[config.mk]
export PLATFORM = sky130hd
export DESIGN_NAME = conv_layer_seq
export DESIGN_NICKNAME = d
export VERILOG_FILES = /design/src/rtl/conv_layer_seq.sv
export SDC_FILE = /design/constraint.sdc
export NUM_CORES = 1
export LEC_CHECK = 0
export ABC_AREA = 1
export CORE_ASPECT_RATIO = 1.1
export CORE_UTILIZATION = 45
export CTS_BUF_LIST = sky130_fd_sc_hd__clkbuf_2
export DETAILED_ROUTE_END_ITERATION = 10
export GPL_ROUTABILITY_DRIVEN = 0
export PLACE_DENSITY = 0.88
export SLEW_MARGIN = 30
export SYNTH_ARGS = -nofsm -noshare
export SYNTH_HDL_FRONTEND = slang
export SYNTH_SLANG_ARGS = --single-unit
[constraint.sdc]
create_clock -name i_clk -period 4.2 [get_ports i_clk]
set_input_delay 0.84 -clock i_clk [delete_from_list [all_inputs] [get_ports i_clk]]
set_output_delay 0.84 -clock i_clk [all_outputs]
set_load 0.05 [all_outputs]
[src/rtl/conv_layer_seq.sv]
// conv_layer_seq
// Layer-level sequencer for the convolution datapath (PE -> ReLU -> optional
// maxpool). For every filter it clears the datapath, loads the K*K weights
// from the weight ROM, streams the whole feature map out of the input BRAM,
// collects the expected number of results and writes them to the output BRAM
// at a per-filter base address.
//
// Ports:
//   i_clk, i_rst            clock, synchronous active-high reset
//   i_start                 start one layer (accepted only while idle)
//   o_busy, o_done, o_err   status: busy, one-cycle done pulse, sticky error
//   o_w_rd/o_w_addr         weight ROM read port, i_w_data 1 cycle later
//   o_w_load                weight-register shift strobe, aligned to i_w_data
//   o_fm_rd/o_fm_addr       feature-map BRAM read port, i_fm_data 1 cycle later
//   o_dp_clr                datapath clear
//   o_dp_en/o_dp_data       pixel stream into the datapath
//   i_dp_en/i_dp_data       result stream out of the datapath
//   o_ob_we/o_ob_addr/o_ob_data  output BRAM write port
module conv_layer_seq #(
    parameter int KERNEL_SIZE = 3,
    parameter int FM_SIZE     = 8,
    parameter int PADDING     = 0,
    parameter int STRIDE      = 1,
    parameter int MAXPOOL     = 0,
    parameter int NUM_FILT    = 4,
    parameter int DW          = 16,
    parameter int TIMEOUT     = 256,
    localparam int KK         = KERNEL_SIZE * KERNEL_SIZE,
    localparam int FM_PIX     = FM_SIZE * FM_SIZE,
    localparam int OUT_SIZE   = (FM_SIZE - KERNEL_SIZE + 2 * PADDING) / STRIDE + 1,
    localparam int OUT_CNT    = (MAXPOOL != 0) ? (OUT_SIZE / 2) * (OUT_SIZE / 2)
                                               : OUT_SIZE * OUT_SIZE,
    localparam int WAW        = $clog2(NUM_FILT * KK),
    localparam int FAW        = $clog2(FM_PIX),
    localparam int OAW        = $clog2(NUM_FILT * OUT_CNT)
) (
    input  logic           i_clk,
    input  logic           i_rst,
    input  logic           i_start,
    output logic           o_busy,
    output logic           o_done,
    output logic           o_err,
    output logic           o_w_rd,
    output logic [WAW-1:0] o_w_addr,
    input  logic [17:0]    i_w_data,
    output logic           o_w_load,
    output logic           o_fm_rd,
    output logic [FAW-1:0] o_fm_addr,
    input  logic [DW-1:0]  i_fm_data,
    output logic           o_dp_clr,
    output logic           o_dp_en,
    output logic [DW-1:0]  o_dp_data,
    input  logic           i_dp_en,
    input  logic [DW-1:0]  i_dp_data,
    output logic           o_ob_we,
    output logic [OAW-1:0] o_ob_addr,
    output logic [DW-1:0]  o_ob_data
);
    localparam int IDX_MAX = (FM_PIX > KK) ? FM_PIX : KK;
    localparam int IW      = $clog2(IDX_MAX + 1);
    localparam int FW      = (NUM_FILT > 1) ? $clog2(NUM_FILT) : 1;
    localparam int CW      = $clog2(OUT_CNT + 1);
    localparam int TW      = $clog2(TIMEOUT + 1);

    typedef enum logic [2:0] {
        S_IDLE, S_CLR, S_LDW, S_STREAM, S_DRAIN, S_NEXT, S_DONE, S_ERR
    } state_t;

    state_t         state_reg, state_next;
    logic [IW-1:0]  idx_reg, idx_next;
    logic [FW-1:0]  filt_reg, filt_next;
    logic [CW-1:0]  out_cnt_reg;
    logic [TW-1:0]  idle_cnt_reg;
    logic           err_reg;
    logic           w_load_reg;
    logic           dp_en_reg;
    logic           ob_we_reg;
    logic [OAW-1:0] ob_addr_reg;
    logic [DW-1:0]  ob_data_reg;

    logic w_rd, fm_rd, wb_window, res_accept, res_overflow, idle_hit, start_ok;

    // Weight words travel straight from the ROM to the datapath; the
    // sequencer only times them with o_w_load.
    logic unused_w_data;
    assign unused_w_data = ^i_w_data;

    // Read strobes: one read per cycle while idx is below the burst length.
    // idx runs one step past the burst so the delayed strobe can retire.
    assign w_rd         = (state_reg == S_LDW)    && (idx_reg < IW'(KK));
    assign fm_rd        = (state_reg == S_STREAM) && (idx_reg < IW'(FM_PIX));
    assign start_ok     = (state_reg == S_IDLE) && i_start;
    assign wb_window    = (state_reg == S_STREAM) || (state_reg == S_DRAIN);
    assign res_accept   = wb_window && i_dp_en && (out_cnt_reg <  CW'(OUT_CNT));
    assign res_overflow = wb_window && i_dp_en && (out_cnt_reg >= CW'(OUT_CNT));
    // Fires on the TIMEOUT-th consecutive idle cycle in DRAIN.
    assign idle_hit     = (state_reg == S_DRAIN) && !i_dp_en
                          && (idle_cnt_reg == TW'(TIMEOUT - 1));

    always_comb begin
        state_next = state_reg;
        idx_next   = idx_reg;
        filt_next  = filt_reg;
        case (state_reg)
            S_IDLE: begin
                idx_next = '0;
                if (i_start) begin
                    filt_next  = '0;
                    state_next = S_CLR;
                end
            end
            S_CLR: begin
                if (idx_reg == IW'(1)) begin
                    idx_next   = '0;
                    state_next = S_LDW;
                end else begin
                    idx_next = idx_reg + IW'(1);
                end
            end
            S_LDW: begin
                if (idx_reg == IW'(KK)) begin
                    idx_next   = '0;
                    state_next = S_STREAM;
                end else begin
                    idx_next = idx_reg + IW'(1);
                end
            end
            S_STREAM: begin
                if (idx_reg == IW'(FM_PIX)) begin
                    idx_next   = '0;
                    state_next = S_DRAIN;
                end else begin
                    idx_next = idx_reg + IW'(1);
                end
            end
            S_DRAIN: begin
                if (out_cnt_reg == CW'(OUT_CNT)) begin
                    state_next = S_NEXT;
                end else if (idle_hit) begin
                    state_next = S_ERR;
                end
            end
            S_NEXT: begin
                if (filt_reg == FW'(NUM_FILT - 1)) begin
                    state_next = S_DONE;
                end else begin
                    filt_next  = filt_reg + FW'(1);
                    state_next = S_CLR;
                end
            end
            S_DONE:  state_next = S_IDLE;
            S_ERR:   state_next = S_IDLE;
            default: state_next = S_IDLE;
        endcase
    end

    always_ff @(posedge i_clk) begin
        if (i_rst) begin
            state_reg    <= S_IDLE;
            idx_reg      <= '0;
            filt_reg     <= '0;
            out_cnt_reg  <= '0;
            idle_cnt_reg <= '0;
            err_reg      <= 1'b0;
            w_load_reg   <= 1'b0;
            dp_en_reg    <= 1'b0;
            ob_we_reg    <= 1'b0;
            ob_addr_reg  <= '0;
            ob_data_reg  <= '0;
        end else begin
            state_reg  <= state_next;
            idx_reg    <= idx_next;
            filt_reg   <= filt_next;
            w_load_reg <= w_rd;
            dp_en_reg  <= fm_rd;
            ob_we_reg  <= res_accept;

            if (state_reg == S_DRAIN && !i_dp_en) begin
                idle_cnt_reg <= idle_cnt_reg + TW'(1);
            end else begin
                idle_cnt_reg <= '0;
            end

            // Idle also clears the count so an aborted (timed-out) layer
            // does not leak into the next one.
            if (state_reg == S_IDLE || state_reg == S_NEXT) begin
                out_cnt_reg <= '0;
            end else if (res_accept) begin
                out_cnt_reg <= out_cnt_reg + CW'(1);
                ob_addr_reg <= OAW'(32'(filt_reg) * OUT_CNT + 32'(out_cnt_reg));
                ob_data_reg <= i_dp_data;
            end

            if (start_ok) begin
                err_reg <= 1'b0;
            end else if (res_overflow || idle_hit) begin
                err_reg <= 1'b1;
            end
        end
    end

    assign o_busy    = (state_reg != S_IDLE) && (state_reg != S_DONE) && (state_reg != S_ERR);
    assign o_done    = (state_reg == S_DONE);
    assign o_err     = err_reg;
    assign o_dp_clr  = (state_reg == S_CLR);
    assign o_w_rd    = w_rd;
    assign o_w_addr  = w_rd ? WAW'(32'(filt_reg) * KK + 32'(idx_reg)) : '0;
    assign o_w_load  = w_load_reg;
    assign o_fm_rd   = fm_rd;
    assign o_fm_addr = fm_rd ? FAW'(idx_reg) : '0;
    assign o_dp_en   = dp_en_reg;
    // BRAM data arrives in the cycle after the read, i.e. together with the
    // delayed strobe; it is passed through and forced to zero when invalid.
    assign o_dp_data = dp_en_reg ? i_fm_data : '0;
    assign o_ob_we   = ob_we_reg;
    assign o_ob_addr = ob_addr_reg;
    assign o_ob_data = ob_data_reg;
endmodule

==> results.cfg <==
[outcome]
status = completed

[drt]
first_pass_iters = 4
wl_met2_um = 3170
drtIter0Drc = 125
num_vias = 2904
wl_met3_um = 631
drc_errors = 0
wl_um = 6470
wl_met1_um = 2600
top_layer = met4
wire_per_inst_um = 10.9
antenna_left = 0
drt-vias-per-instance = 4.90

[timing]
hold_viol_final = 0
finalMaxSlewViolations = 0
max_freq_mhz = 255
min_period_over_period_pct = 93.5
skew_ns = 0.0177
relSlewSlack_pct = 63.8
post-route-min-period_ns = 3.93
rsz0062_at_grt = no
fin_tns_setup_ns = 0
worstMarginPinSlew_ns = 0.542
finalSetupViolCount = 0

[critical_path]
path_max_fanout = 8
worstSetupStartpoint = filt_reg[1]$_SDFFE_PP0P_
start_kind = flop
worstPathCellList = ha_1 > ha_1 > fa_1 > nand2_1 > o21bai_1 > a21oi_1 > clkdlybuf4s50_1
critPathArrivalTime_ns = 3.09
slowest_stage = clkdlybuf4s50_1
cpMostUsedCell = ha_1
critPathCaptureType = output pin
slowest_delay_ns = 0.82
rrSetupSlack_ns = 2.01
required_ns = 3.36
r2r_start = idle_cnt_reg[0]$_SDFF_PP0_
critical_path_class = flop to output pin

[grt]
grt_pass1_vias = 2592
grt_pass1_wl_um = 10600
grt.overflow.total = 0
grt_max_degree = 33
antenna_found_initial = 0
grt_usage_pct = 19.3

[clock_tree]
clock-root-buffer = clkbuf_2
cts_inserted_buffers = 5
clkLatencyLatePin_ns = 0.46
htreeDepth = 2
holdBufCountCts = 0
ctsResizeCount = 0
path_clk_slew_ns = 0.27
clock_sinks = 55
cts_tree = yes
postCtsSetupBuffers = 0
cts.path.max_buffers = 2

[power]
p_sw_uw = 778
clockPowerShare_pct = 12.2
intPower_uw = 901
leakagePower_nw = 1.69
p_per_area_mw_per_mm2 = 426
p_sw_share_pct = 46.3
pwr-share-comb_pct = 48.3
ir_worst_vdd_uv = 293
seqPwrFrac_pct = 39.5
total_power_mw = 1.68

[die]
die_w_um = 78.7
die_h_um = 86.4
core-area_mm2 = 0.00619
initial_core_util_pct = 47.0
ioPinCount = 115
dieArea_mm2 = 0.00680
core.rowCount = 30

[placement]
dp.cells = 586
portBuffers = 96
place_area_mm2 = 0.00390
hpwl_um = 5000

[finish]
drive_above_1_share_pct = 3.70
ff_latch_area_mm2 = 0.00110
diodes = 0
areaGrowthSynthToFinish_pct = 35.4
final_cell_area_mm2 = 0.00394
fin_cells = 593
nets = 587
multi_input_area_mm2 = 0.00151
largest_reg_flops = 16
nFillCells = 534

[logic_synthesis]
synth-edff-count = 0
synthCells = 423
synth_cell_types = 31
synth.area.top_cells = dfxtp_1, nor2_1, nand2_1
synth_warnings = 0
syn_area_mm2 = 0.00291
yosysMostFrequentCell = nor2_1
synth_top_area_cell = dfxtp_1
synth_ff_type = dfxtp_1
synth_nets = 497
synthTopCellsByCount = nor2_1, nand2_1, inv_1, dfxtp_1, o21ai_0
avgSynthCellArea_um2 = 6.88
netlist.area_leader.share_pct = 37.8
async_reset_ff_share_pct = 0
ys_seq_area_share_pct = 37.8
ys_ff_latch = 55

[hold_path]
hold_class = flop to flop
min_from = idle_cnt_reg[7]$_SDFF_PP0_

[run]
drv_cap = 0
[cell families (layout without fill, tap and decap cells)]
logic type | count (synthesis) | count (layout) | synth area share, %
simple gates | 198 | 198 | 28.5
buf+inv | 75 | 165 | 10.5
compound gates | 69 | 69 | 12.3
flops | 55 | 55 | 37.8
fa+ha+maj | 20 | 20 | 9.11
xor+xnor | 6 | 6 | 1.80
[power by group through the flow]
stage / sequential (mW) / combinational (mW) / clock [mW]
after global routing: 0.676 / 0.886 / 0.227
after global placement: 0.671 / 0.801 / 0
after detailed placement: 0.674 / 0.813 / 0
after CTS: 0.663 / 0.817 / 0.210
after floorplan: 0.814 / 0.436 / 0
final: 0.663 / 0.811 / 0.205
[cell usage in the layout (no fill, tap or decap)]
| cell type | instances |
|---|---|
| nand4_1 | 4 |
| fa_1 | 2 |
| o21ai_1 | 6 |
| a211oi_1 | 1 |
| dfxtp_1 | 55 |
| o22ai_1 | 1 |
| clkbuf_2 | 5 |
| o21bai_1 | 1 |
| nor2_1 | 88 |
| nand3_1 | 16 |
| nor2_2 | 2 |
| nor3b_2 | 1 |
| buf_4 | 1 |
| nor3_1 | 9 |
| ha_1 | 18 |
| inv_6 | 1 |
| xor2_1 | 6 |
| and2_1 | 2 |
| nand2_2 | 1 |
| nor3b_1 | 1 |
| clkinv_1 | 1 |
| o21ai_2 | 1 |
| a21boi_0 | 1 |
| inv_2 | 5 |
| inv_1 | 56 |
| o21ai_0 | 31 |
| nor3_2 | 1 |
| nand3_4 | 1 |
| clkdlybuf4s50_1 | 96 |
| nand2_1 | 72 |
| a21oi_1 | 27 |
[metal layers]
metal | global-route usage, % | up-vias
met2 | 36.4 | 117
met5 | 0 | -
met4 | 5.22 | 0
li1 | - | 1510
met1 | 20.0 | 1271
met3 | 6.53 | 6
[critical path, delay by kind of cell (launching register included)]
kind / cells / cell delay [ns]
adders and majority gates: 3 / 0.95
buffers and inverters: 1 / 0.82
DFF: 1 / 0.56
AOI/OAI and AO/OA: 2 / 0.23
and+or+nand+nor: 1 / 0.09
[layout make-up]
class / instances / share of cell area (%)
Timing Repair Buffer: 97 / 24.6
Clock inverter: 2 / 0.317
Multi-Input combinational cell: 293 / 38.2
Tap cell: 80 / 2.54
Inverter: 61 / 5.81
Sequential cell: 55 / 27.9
Clock buffer: 5 / 0.635
[per-stage QoR]
| step | setup WS, ns | hold slack, ns | utilization (%) |
|---|---|---|---|
| 2_1_floorplan | 0.994 | 0.430 | - |
| 3_3_place_gp | 0.857 | 0.446 | 63.0 |
| 3_5_place_dp | 0.808 | 0.454 | 63.0 |
| 4_1_cts | 0.260 | 0.483 | 63.6 |
| 5_1_grt | 0.101 | 0.514 | 63.6 |
| 6_report | 0.275 | 0.482 | 63.6 |
[final timing paths]
check / to / cells past startpoint
setup / recovery: o_w_addr[5] / 7
hold / removal: idle_cnt_reg[7]$_SDFF_PP0_ / 2
setup reg to reg: state_reg[1]$_SDFFE_PP0P_ / 14
hold reg to reg: idle_cnt_reg[7]$_SDFF_PP0_ / 2
(Power assumes the default switching activity.)
